File: src/rtl/rf_pkg.sv
// Shared constants and helpers for the multi-port register file.
package rf_pkg;

    localparam int XLEN_DEF  = 32;
    localparam int NREGS_DEF = 32;
    localparam int REG_ZERO  = 0;

    function automatic int rf_aw(input int n);
        return (n > 1) ? $clog2(n) : 1;
    endfunction

endpackage

File: src/rtl/rf_scoreboard.sv
// Busy-bit scoreboard: one flop per architectural register, flush > set > write-clear.
module rf_scoreboard
    import rf_pkg::*;
#(
    parameter int NREGS = NREGS_DEF,
    parameter int AW    = rf_aw(NREGS_DEF)
) (
    input  logic             clk,
    input  logic             rst,
    input  logic [NREGS-1:0] clr_vec,
    input  logic             sb_set,
    input  logic [AW-1:0]    sb_addr,
    input  logic             flush,
    output logic [NREGS-1:0] busy
);

    logic [NREGS-1:0] busy_q;
    logic [NREGS-1:0] busy_d;

    always_comb begin
        busy_d = busy_q & ~clr_vec;
        // A newly issued producer supersedes the one retiring this cycle.
        if (sb_set) begin
            busy_d[sb_addr] = 1'b1;
        end
        if (flush) begin
            busy_d = '0;
        end
        busy_d[REG_ZERO] = 1'b0;
    end

    always_ff @(posedge clk or posedge rst) begin
        if (rst) begin
            busy_q <= '0;
        end else begin
            busy_q <= busy_d;
        end
    end

    assign busy = busy_q;

endmodule

File: src/rtl/regfile_mp.sv
// Multi-port integer register file with busy scoreboard and optional write-to-read bypass.
module regfile_mp
    import rf_pkg::*;
#(
    parameter int XLEN   = XLEN_DEF,
    parameter int NREGS  = NREGS_DEF,
    parameter int NRD    = 2,
    parameter int NWR    = 1,
    parameter int BYPASS = 1,
    localparam int AW    = rf_aw(NREGS)
) (
    input  logic                clk,
    input  logic                rst,
    input  logic [NRD*AW-1:0]   rd_addr,
    output logic [NRD*XLEN-1:0] rd_data,
    output logic [NRD-1:0]      rd_busy,
    input  logic [NWR-1:0]      wr_en,
    input  logic [NWR*AW-1:0]   wr_addr,
    input  logic [NWR*XLEN-1:0] wr_data,
    input  logic                sb_set,
    input  logic [AW-1:0]       sb_addr,
    input  logic                flush,
    input  logic [AW-1:0]       dbg_addr,
    output logic [XLEN-1:0]     dbg_data
);

    localparam logic [AW-1:0] ZERO_A = AW'(REG_ZERO);

    logic [XLEN-1:0]  regs_q [NREGS];
    logic [XLEN-1:0]  regs_d [NREGS];
    logic [NREGS-1:0] clr_vec;
    logic [NREGS-1:0] busy;
    logic [NWR-1:0]   wr_live;
    logic [AW-1:0]    wa [NWR];
    logic [XLEN-1:0]  wd [NWR];

    for (genvar w = 0; w < NWR; w++) begin : g_wr
        assign wa[w]      = wr_addr[w*AW +: AW];
        assign wd[w]      = wr_data[w*XLEN +: XLEN];
        assign wr_live[w] = wr_en[w] && (wa[w] != ZERO_A);
    end

    // Ascending port order lets the highest-index writer win a shared address.
    always_comb begin
        regs_d  = regs_q;
        clr_vec = '0;
        for (int w = 0; w < NWR; w++) begin
            if (wr_live[w]) begin
                regs_d[wa[w]]  = wd[w];
                clr_vec[wa[w]] = 1'b1;
            end
        end
        regs_d[REG_ZERO] = '0;
    end

    always_ff @(posedge clk or posedge rst) begin
        if (rst) begin
            regs_q <= '{default: '0};
        end else begin
            regs_q <= regs_d;
        end
    end

    rf_scoreboard #(
        .NREGS (NREGS),
        .AW    (AW)
    ) u_sb (
        .clk     (clk),
        .rst     (rst),
        .clr_vec (clr_vec),
        .sb_set  (sb_set),
        .sb_addr (sb_addr),
        .flush   (flush),
        .busy    (busy)
    );

    for (genvar i = 0; i < NRD; i++) begin : g_rd
        logic [AW-1:0]   ra;
        logic            hit;
        logic [XLEN-1:0] hit_data;
        logic            byp;

        assign ra = rd_addr[i*AW +: AW];

        always_comb begin
            hit      = 1'b0;
            hit_data = '0;
            for (int w = 0; w < NWR; w++) begin
                if (wr_live[w] && (wa[w] == ra)) begin
                    hit      = 1'b1;
                    hit_data = wd[w];
                end
            end
        end

        // A write in flight during reset is discarded, so it must not be forwarded either.
        assign byp = (BYPASS != 0) && hit && !rst;

        assign rd_data[i*XLEN +: XLEN] = (ra == ZERO_A) ? '0 :
                                         byp            ? hit_data : regs_q[ra];
        assign rd_busy[i] = busy[ra] && !(byp && !(sb_set && (sb_addr == ra)));
    end

    assign dbg_data = regs_q[dbg_addr];

endmodule

File: config.mk
export PLATFORM = sky130hd
export DESIGN_NAME = regfile_mp
export DESIGN_NICKNAME = d
export VERILOG_FILES = /design/src/rtl/rf_pkg.sv /design/src/rtl/rf_scoreboard.sv /design/src/rtl/regfile_mp.sv
export SDC_FILE = /design/constraint.sdc
export NUM_CORES = 2
export LEC_CHECK = 0
export CAP_MARGIN = 20
export CORE_MARGIN = 2
export CORE_UTILIZATION = 59
export CTS_CLUSTER_SIZE = 16
export DETAILED_ROUTE_END_ITERATION = 7
export PLACE_DENSITY = 0.77
export RECOVER_POWER = 100
export SYNTH_ARGS = -nofsm -noshare
export SYNTH_HDL_FRONTEND = slang
export SYNTH_SLANG_ARGS = --single-unit
File: constraint.sdc
create_clock -name clk -period 47.8 [get_ports clk]
set_clock_uncertainty 0.2 [all_clocks]
set_input_delay 14.34 -clock clk [delete_from_list [all_inputs] [get_ports clk]]
set_output_delay 14.34 -clock clk [all_outputs]
set_load 0.01 [all_outputs]
==> flow_metrics.py <==
metrics = {
    "run_status": {
        "outcome": "finished with violations",
        "violations": "design-rule violations, max-capacitance violations, max-slew violations",
    },
    "yosys": {
        "ys_types": 58,
        "synthXorXnorAreaFrac_pct": 0.276,
        "synth_top_family_by_area": "multiplexers",
        "synthAdderAreaFrac_pct": 0,
        "ys_seq_area_share_pct": 40.3,
        "synth-edff-count": 0,
        "synth-simple-area-share_pct": 2.41,
        "yosys_warnings": 0,
        "ys_top_cells_by_area": "dfrtp_1, mux4_2, mux2_2, mux2i_1, clkbuf_1",
        "synth_top_area_cell": "dfrtp_1",
        "synth_fp_nets": 4458,
        "ys_top_cells_by_count": "mux2_2, dfrtp_1, mux4_2, clkbuf_1, mux2i_1",
        "muxShareOfSynthArea_pct": 47.6,
        "avgSynthCellArea_um2": 14.4,
        "synthArstFlopShare_pct": 100,
        "synth_seq_cells": 1023,
        "ys.flop_type": "dfrtp_1",
        "synthesis.area_mm2": 0.0635,
        "synth_top_area_share_pct": 40.3,
        "syn_inst": 4396,
        "synth_most_common_cell": "mux2_2",
        "synth-compound-area-share_pct": 5.74,
    },
    "setup_path": {
        "reg2reg_to": "regs_q[417]",
        "worstSetupPathType": "in2out",
        "critical_path_required_ps": 33260,
        "path_cells": "clkbuf_1 > nor2b_1 > clkbuf_1 > a22oi_1 > nor2_1 > o311ai_0 > a31oi_1 > dlygate4sd3_1",
        "cp_slowest_cell": "clkbuf_1",
        "worst-r2r-cell-count": 1,
        "cp.arrival_ps": 25210,
        "reg2reg_slack_ps": 46730,
        "critPathMaxFanout": 73,
        "cp-start-kind": "input port",
        "slowest_delay_ps": 4420,
        "cpMostUsedCell": "clkbuf_1",
        "r2r-start": "regs_q[417]",
        "end_kind": "primary output",
    },
    "grt": {
        "antenna_found_initial": 12,
        "grt_pass1_wl_um": 319000,
        "overflow": 0,
        "grt_usage_pct": 39.8,
        "grt_pass1_vias": 45500,
        "grt_max_degree": 172,
    },
    "route": {
        "vias": 45800,
        "drt-pass1-iter-count": 8,
        "drc_errors": 2,
        "wire_per_inst_um": 37.9,
        "drtAntennaViolNets": 0,
        "drtIter0Drc": 6389,
        "routed_wl_um": 219000,
        "vias_per_cell": 7.90,
    },
    "die": {
        "fp.dieW_um": 332,
        "die-area_mm2": 0.110,
        "rows": 120,
        "die_height_um": 332,
        "initial_utilization_pct": 59.4,
        "ios": 160,
        "core_mm2": 0.107,
    },
    "placed_design": {
        "hpwl_um": 120000,
        "port_buffers": 159,
        "dp_slack_ps": 14520,
        "gp_congestion": 0.878,
    },
    "clock_tree": {
        "cts_made_buffers": 110,
        "root_buffer": "clkbuf_16",
        "ctsHoldBuffers": 0,
        "post_cts_resized": 0,
        "cts_setup_buffers": 0,
        "ctsLongestPathBuffers": 3,
        "h-tree-depth": 3,
        "insertion_delay_ps": 700,
        "cts.sinks": 1023,
        "clk_pin_slew_ps": 60,
        "cts_tree": "built",
    },
    "final_layout": {
        "syn2layout_area_growth_pct": 9.25,
        "drive_gt1_share_pct": 49.1,
        "fin_nets": 4357,
    },
    "pwr": {
        "clkPwrFrac_pct": 31.7,
        "swShare_pct": 29.4,
        "power_frac_comb_pct": 25.6,
        "p_total_uw": 2800,
        "power_switching_uw": 822,
        "p_leak_uw": 0.0289,
        "vdd_drop_max_uv": 36.5,
        "seq_power_share_pct": 42.7,
        "powerDensity_mw_per_mm2": 40.3,
        "p_int_uw": 1970,
    },
    "sta": {
        "worst_slack_ps": 8050,
        "fmax_mhz": 25.2,
        "rsz0062_at_grt": "no",
        "finalCriticalPeriod_ps": 39750,
        "setup_violations": 0,
        "hold_viol_final": 0,
        "tightestPinTransition_ps": 9080,
        "slew-limit-headroom_pct": -506,
        "period_share_pct": 83.2,
        "setup_tns_ps": 0,
        "report.final.slew_viol_count": 2404,
    },
    "min_path": {
        "hold_depth": 1,
        "hold_class": "reg2reg",
        "hold_end": "regs_q[58]",
        "worstHoldStart": "regs_q[58]",
    },
    "flow_run": {
        "maxCapViolations": 58,
    },
}
## state kept, by name, summed over array words and instances (netlist names)
name	cells
u_sb.busy	31
regs_q	992
## worst max-delay path, delay by kind of cell
kind                   cells  cell delay [ps]
AOI/OAI and AO/OA          3             1590
buffers and inverters      3             6540
and+or+nand+nor            2             2650
## layout make-up
| type | count | area [um2] |
|---|---|---|
| Fill cell | 7653 | 37600 |
| Multi-Input combinational cell | 2867 | 35700 |
| Sequential cell | 1023 | 25600 |
| Clock buffer | 155 | 3120 |
| Timing Repair Buffer | 290 | 2560 |
| Tap cell | 1403 | 1760 |
| Clock inverter | 47 | 576 |
| Antenna cell | 9 | 22.5 |
| Inverter | 3 | 13.8 |
## power groups by stage
stage          clock (uW)  combinational [uW]  sequential, uW
2_1_floorplan           0                 538            1150
6_report              886                 716            1190
3_3_place_gp            0                 691            1180
4_1_cts               888                 710            1180
5_1_grt               926                 750            1210
3_5_place_dp            0                 705            1200
## kinds of logic after synthesis
family	after synthesis
compound gates	505
xor+xnor	20
buf+inv	506
flops	1023
mux	2014
simple gates	328
## stage by stage
step	cells	instance area [um2]	hold slack, ps	util (%)
global route	5791	69300	356	64.9
global placement	5577	65800	317	61.6
floorplan	4396	63500	295	-
CTS	5779	69500	343	65.0
finish	5797	69300	346	64.9
detailed placement	5577	65800	330	61.6
## worst max path at each step
stage                from          end  slack [ps]  cells after the start
2_1_floorplan         rst    regs_q[0]        4470                      1
3_3_place_gp   rd_addr[5]  rd_data[40]       14520                      9
3_5_place_dp   rd_addr[5]  rd_data[32]       14520                      9
4_1_cts        rd_addr[5]  rd_data[35]       14510                     10
5_1_grt        rd_addr[0]  rd_data[20]        7450                      8
6_report       rd_addr[0]  rd_data[20]        8050                      8
## metal layers
layer | part of all wire, % | wire (um) | vias up | track usage (%)
li1 | - | - | 17300 | -
met1 | 36 | 78000 | 23900 | 52.7
met2 | 43 | 94000 | 3694 | 56.7
met3 | 14 | 31500 | 922 | 14.6
met4 | 7.2 | 15900 | 6 | 23.3
met5 | 0.016 | 35 | - | 0.434
## cell usage in the layout, fill, tap and decap left out, types with 57 or more instances in the layout
cell type,synthesis,routed
nor2_1,101,91
nand2_1,104,93
dfrtp_1,1023,1023
a21oi_1,104,104
mux4_2,688,688
mux2i_1,170,170
buf_4,52,79
clkdlybuf4s50_1,0,57
clkbuf_1,244,72
mux2_2,1155,1153
dlygate4sd3_1,0,88
a22oi_1,91,91
clkbuf_16,0,112
Power figures use the tool's default switching activity.
